<file path="config.mk">
export PLATFORM = sky130hd
export DESIGN_NAME = reg_bank_arbiter
export DESIGN_NICKNAME = d
export VERILOG_FILES = /design/src/rtl/reg_arb_pkg.sv /design/src/rtl/rr_arb2.sv /design/src/rtl/reg_bank_arbiter.sv
export SDC_FILE = /design/constraint.sdc
export NUM_CORES = 1
export LEC_CHECK = 0
export ABC_AREA = 1
export CAP_MARGIN = 20
export CORE_MARGIN = 3
export CORE_UTILIZATION = 41
export DETAILED_ROUTE_END_ITERATION = 10
export GPL_ROUTABILITY_DRIVEN = 0
export PLACE_DENSITY_LB_ADDON = 0.3
export SETUP_SLACK_MARGIN = 0.5
export SLEW_MARGIN = 5
export SYNTH_ARGS = -nofsm -noshare
export SYNTH_HDL_FRONTEND = slang
export SYNTH_SLANG_ARGS = --single-unit
</file>
<file path="constraint.sdc">
create_clock -name clk -period 1.8 [get_ports clk]
set_clock_uncertainty 0.15 [all_clocks]
set_input_delay 0.54 -clock clk [delete_from_list [all_inputs] [get_ports clk]]
set_output_delay 0.54 -clock clk [all_outputs]
set_load 0.02 [all_outputs]
</file>
<file path="src/rtl/reg_arb_pkg.sv">
// reg_arb_pkg: shared FSM state encoding, port ids and default widths for the register bank arbiter.
package reg_arb_pkg;

    typedef enum logic [1:0] {
        IDLE   = 2'd0,
        ACCESS = 2'd1,
        RESP   = 2'd2
    } state_t;

    localparam logic PORT_HOST  = 1'b0;
    localparam logic PORT_SPI   = 1'b1;
    localparam int   ADDR_W_DEF = 7;
    localparam int   DATA_W_DEF = 8;

endpackage

</file>
<file path="src/rtl/rr_arb2.sv">
// rr_arb2: two-way round-robin grant; a lone requester wins, on contention the port not granted last wins.
module rr_arb2
    import reg_arb_pkg::*;
(
    input  logic [1:0] i_valid,
    input  logic       i_last_grant,
    input  logic       i_enable,
    output logic [1:0] o_grant
);

    // Grant is a pure function of the current requests and the previous winner.
    always_comb begin
        o_grant = !i_enable ? 2'b00 :
                  (i_valid == 2'b11) ? ((i_last_grant == PORT_SPI) ? 2'b01 : 2'b10) :
                  i_valid;
    end

endmodule

</file>
<file path="src/rtl/reg_bank_arbiter.sv">
// reg_bank_arbiter: shares one register bank between host (port 0) and SPI (port 1), one access per 3 cycles.
// Optional REG_ARB_WRITE_PROTECT_EN: port-1 writes at or above PROT_BASE are suppressed and flagged with rsp_err.
module reg_bank_arbiter
    import reg_arb_pkg::*;
#(
    parameter int ADDR_W    = ADDR_W_DEF,
    parameter int DATA_W    = DATA_W_DEF,
    parameter int PROT_BASE = 64
) (
    input  logic                clk,
    input  logic                rst,
    input  logic [1:0]          req_valid,
    output logic [1:0]          req_ready,
    input  logic [1:0]          req_we,
    input  logic [2*ADDR_W-1:0] req_addr,
    input  logic [2*DATA_W-1:0] req_wdata,
    output logic [1:0]          rsp_valid,
    output logic [DATA_W-1:0]   rsp_rdata,
    output logic                rsp_err,
    output logic                bank_wr,
    output logic [ADDR_W-1:0]   bank_addr,
    output logic [DATA_W-1:0]   bank_wdata,
    input  logic [DATA_W-1:0]   bank_rdata
);

`ifdef REG_ARB_WRITE_PROTECT_EN
    localparam logic PROT_EN = 1'b1;
`else
    localparam logic PROT_EN = 1'b0;
`endif
    localparam logic [ADDR_W-1:0] PROT_A = ADDR_W'(PROT_BASE);

    state_t              r_state;
    state_t              w_next;
    logic                r_port;
    logic                r_we;
    logic                r_last_grant;
    logic                r_err;
    logic [ADDR_W-1:0]   r_addr;
    logic [DATA_W-1:0]   r_wdata;
    logic [DATA_W-1:0]   r_rdata;
    logic [1:0]          w_grant;
    logic                w_accept;
    logic                w_sel;
    logic                w_prot;

    rr_arb2 u_arb (
        .i_valid      (req_valid),
        .i_last_grant (r_last_grant),
        .i_enable     (r_state == IDLE),
        .o_grant      (w_grant)
    );

    assign req_ready  = w_grant;
    assign w_accept   = |(req_valid & w_grant);
    assign w_sel      = w_grant[1];
    assign w_prot     = PROT_EN & (r_port == PORT_SPI) & r_we & (r_addr >= PROT_A);
    assign bank_wr    = (r_state == ACCESS) & r_we & ~w_prot;
    assign bank_addr  = r_addr;
    assign bank_wdata = r_wdata;
    assign rsp_rdata  = r_rdata;
    assign rsp_err    = r_err;

    // State register; async reset abandons any transaction in flight.
    always_ff @(posedge clk or posedge rst) begin
        if (rst) r_state <= IDLE;
        else     r_state <= w_next;
    end

    // Fixed IDLE -> ACCESS -> RESP walk; the response pulse goes to the latched port only.
    always_comb begin
        w_next    = IDLE;
        rsp_valid = 2'b00;
        w_next    = (r_state == IDLE)   ? (w_accept ? ACCESS : IDLE) :
                    (r_state == ACCESS) ? RESP : IDLE;
        rsp_valid = (r_state != RESP) ? 2'b00 : ((r_port == PORT_SPI) ? 2'b10 : 2'b01);
    end

    // Capture the accepted request, then the response data/error as the bank access completes.
    always_ff @(posedge clk or posedge rst) begin
        if (rst) begin
            r_port       <= PORT_HOST;
            r_we         <= 1'b0;
            r_addr       <= '0;
            r_wdata      <= '0;
            r_last_grant <= PORT_SPI;
            r_rdata      <= '0;
            r_err        <= 1'b0;
        end else if (r_state == IDLE && w_accept) begin
            r_port       <= w_sel;
            r_we         <= req_we[w_sel];
            r_addr       <= w_sel ? req_addr[2*ADDR_W-1:ADDR_W] : req_addr[ADDR_W-1:0];
            r_wdata      <= w_sel ? req_wdata[2*DATA_W-1:DATA_W] : req_wdata[DATA_W-1:0];
            r_last_grant <= w_sel;
        end else if (r_state == ACCESS) begin
            r_rdata      <= r_we ? r_wdata : bank_rdata;
            r_err        <= w_prot;
        end
    end

endmodule

</file>
==> metrics.cfg <==
[outcome]
outcome=finished with violations
violations=setup timing

[placement]
placed_area_mm2=0.002485
portBuffers=71
dp_hpwl_mm=3.228

[route]
dr.pass1.iters=4
dr.first_iter.drc_count=99
vias=1745
viasPerCell=4.902
wl_per_cell_um=13.69
drc=0
route.antenna.remaining_nets=0
totalWireLength_mm=4.874

[clock_tree]
cts_root_buffer=clkbuf_8
clkTransAtPathRegs_ns=0.09
clk_path_buf_depth=2
tritoncts=yes
cts.sinks=28
cts_buffers=3
h-tree-depth=1
insertion_delay_ns=0.27
postCtsHoldBufs=0

[global_route]
first_global_vias=1730
top_usage_layer=met2
met3_usage=0.03373
grt_usage=0.2303
grt_pass1_wl_mm=7.852
gr-usage-met1=0.2762
grt_max_degree=29
antenna_found_initial=0
grt_overflow_total=0
met2_usage=0.4123

[synth]
synth_area_per_cell_um2=7.532
synthCells=203
synthDistinctLibCells=24
synth_top_area_frac=0.4419
synthesis.nets=247
yosys_warnings=0
yosysSeqAreaShare=0.4591
netlist_area_mm2=0.001529
ys_ff_latch=28
synth_top_cell_by_area=dfrtp_1
yosys-top-cells-area=dfrtp_1, nand2_1, inv_1, nand4_1, nand3_1

[floorplanning]
die_x_um=67.07
start_util=0.4408
io-pin-count=73
fp.dieH_um=67.07
num_rows=21
die-area_mm2=0.004498
core_mm2=0.003468

[job]
drv_cap=0

[cells_and_area]
area_growth_syn_to_layout_pct=83.47
n_antenna_cell=0
final_area_mm2=0.002805
fillers=234
final_nets=355
multi_input_area_um2=730.7
drive_gt1_frac=0.3484
seqCellArea_um2=704.4

[power_and_ir_drop]
finalPower_mw=4.821
p_per_area_mw_per_mm2=1719
p_leak_nw=1.458
peakVddDrop_v=0.0008805

[sta]
drv_slew=0
tns_ns=-0.3516
finalCriticalPeriod_ns=1.916
finalHoldViolCount=0
setup_viol=5
postLayoutSetupSlackWorst_ns=-0.1161
fmaxAchievable_mhz=521.9
rsz0062_at_grt=true
period_share=1.065

[setup_path]
crit_path_end_kind=output port
crit_arrival_ns=1.23
crit_fanout=2
start_kind=flip-flop
cp_slowest_stage_delay_ns=0.58
r2r_slack_ns=0.05
crit_slowest_cell=dfstp_2
r2r_cells=10
regToRegStartpoint=r_state[1]
worstPathRequired_ns=1.11
crit_chain=inv_1 > a21oi_4 > buf_6
r2r-end=bank_wdata[4]
critPathKind=flip-flop to output port

[worst_hold_path]
hold_path_end=bank_addr[6]
worstHoldStart=bank_addr[6]
hold_class=flip-flop to flip-flop
holdPathStages=2

## cell usage after synthesis
cell type and instances:
clkinv_1 1, nand2_1 57, nor2_4 1, nand4_1 16, inv_1 38, a21oi_1 1, o21ai_0 13, inv_2 1
inv_6 1, buf_6 2, buf_2 3, nand3_1 16, conb_1 1, o21ai_4 1, clkbuf_1 2, dfstp_2 1
o21ai_1 5, nor2_8 1, dfrtp_1 27, nor3_1 2, buf_4 2, nand3_4 1, nor2_1 9, nand2_2 1
## sequential cells by signal, indices dropped and copies added, names as in the netlist
signal / count
r_port: 1
r_state: 2
r_we: 1
rsp_rdata: 8
bank_wdata: 8
r_last_grant: 1
bank_addr: 7
## worst max path at each step
stage                             from           end  slack, ns
final                     r_last_grant  req_ready[0]      -0.12
after global routing        r_state[1]  req_ready[0]      -0.16
after CTS                   r_state[0]  req_ready[0]      -0.11
after detailed placement  req_valid[0]  req_ready[1]      -0.83
after global placement    req_valid[0]  req_ready[1]      -0.80
after floorplan             r_state[1]  req_ready[0]        0.1
## routing by layer
layer	up-vias	wire length (µm)
met5	-	0
met4	0	56
met3	6	336
met2	73	2658
met1	815	1823
li1	851	-
## layout make-up
| class | count | share of cell area |
|---|---|---|
| repair buffers | 111 | 0.3863 |
| multi-input cells | 125 | 0.2605 |
| flip-flops and latches | 28 | 0.2511 |
| inverters | 41 | 0.05977 |
| well taps | 46 | 0.02052 |
| clock buffers | 4 | 0.01606 |
| repair inverters | 1 | 0.005798 |
## cells by family after synthesis
logic type,count (synthesis),share of synthesized area
other,1,0.002453
AOI/OAI and AO/OA,20,0.07283
DFF,28,0.4591
buffers and inverters,50,0.1432
and+or+nand+nor,104,0.3224
## power by group
group	leakage (nW)	internal (mW)	switching, mW	total (mW)
clock network	0.0228	0.159	0.195	0.354
registers	0.338	0.967	0.291	1.26
logic	1.10	1.59	1.62	3.21
## per-stage QoR
| step | setup slack, ns | instances | utilization | hold slack, ns |
|---|---|---|---|---|
| floorplan | 0.09965 | 203 | - | 0.3623 |
| global placement | -0.8041 | 327 | 0.7165 | 0.3145 |
| detailed placement | -0.8313 | 327 | 0.7165 | 0.3182 |
| CTS | -0.1105 | 349 | 0.7864 | 0.3674 |
| global route | -0.1571 | 356 | 0.8088 | 0.3995 |
| finish | -0.1161 | 356 | 0.8088 | 0.3694 |
## layout by cell type (no fill, tap or decap), drive strengths merged
cell	n
a21oi	1
buf	68
clkinv	1
nand2	58
clkbuf	4
dfrtp	27
clkdlybuf4s50	41
conb	1
nor3	2
o21ai	19
dfstp	1
nand3	17
inv	41
nand4	16
nor2	11
clkdlybuf4s15	2
## critical path, delay by kind of cell, from the launching register on
family / cells / cell delay (ns)
flops: 1 / 0.58
buf+inv: 2 / 0.23
compound gates: 1 / 0.15
## what timing repair did
| action | CTS | global route |
|---|---|---|
| buffers inserted | 17 | 7 |
| cloned | 1 | 0 |
| gates resized for setup | 182 | 11 |
| pin swaps | 4 | 6 |
| endpoints found under the setup margin | 48 | 55 |
(Power assumes the default switching activity.)
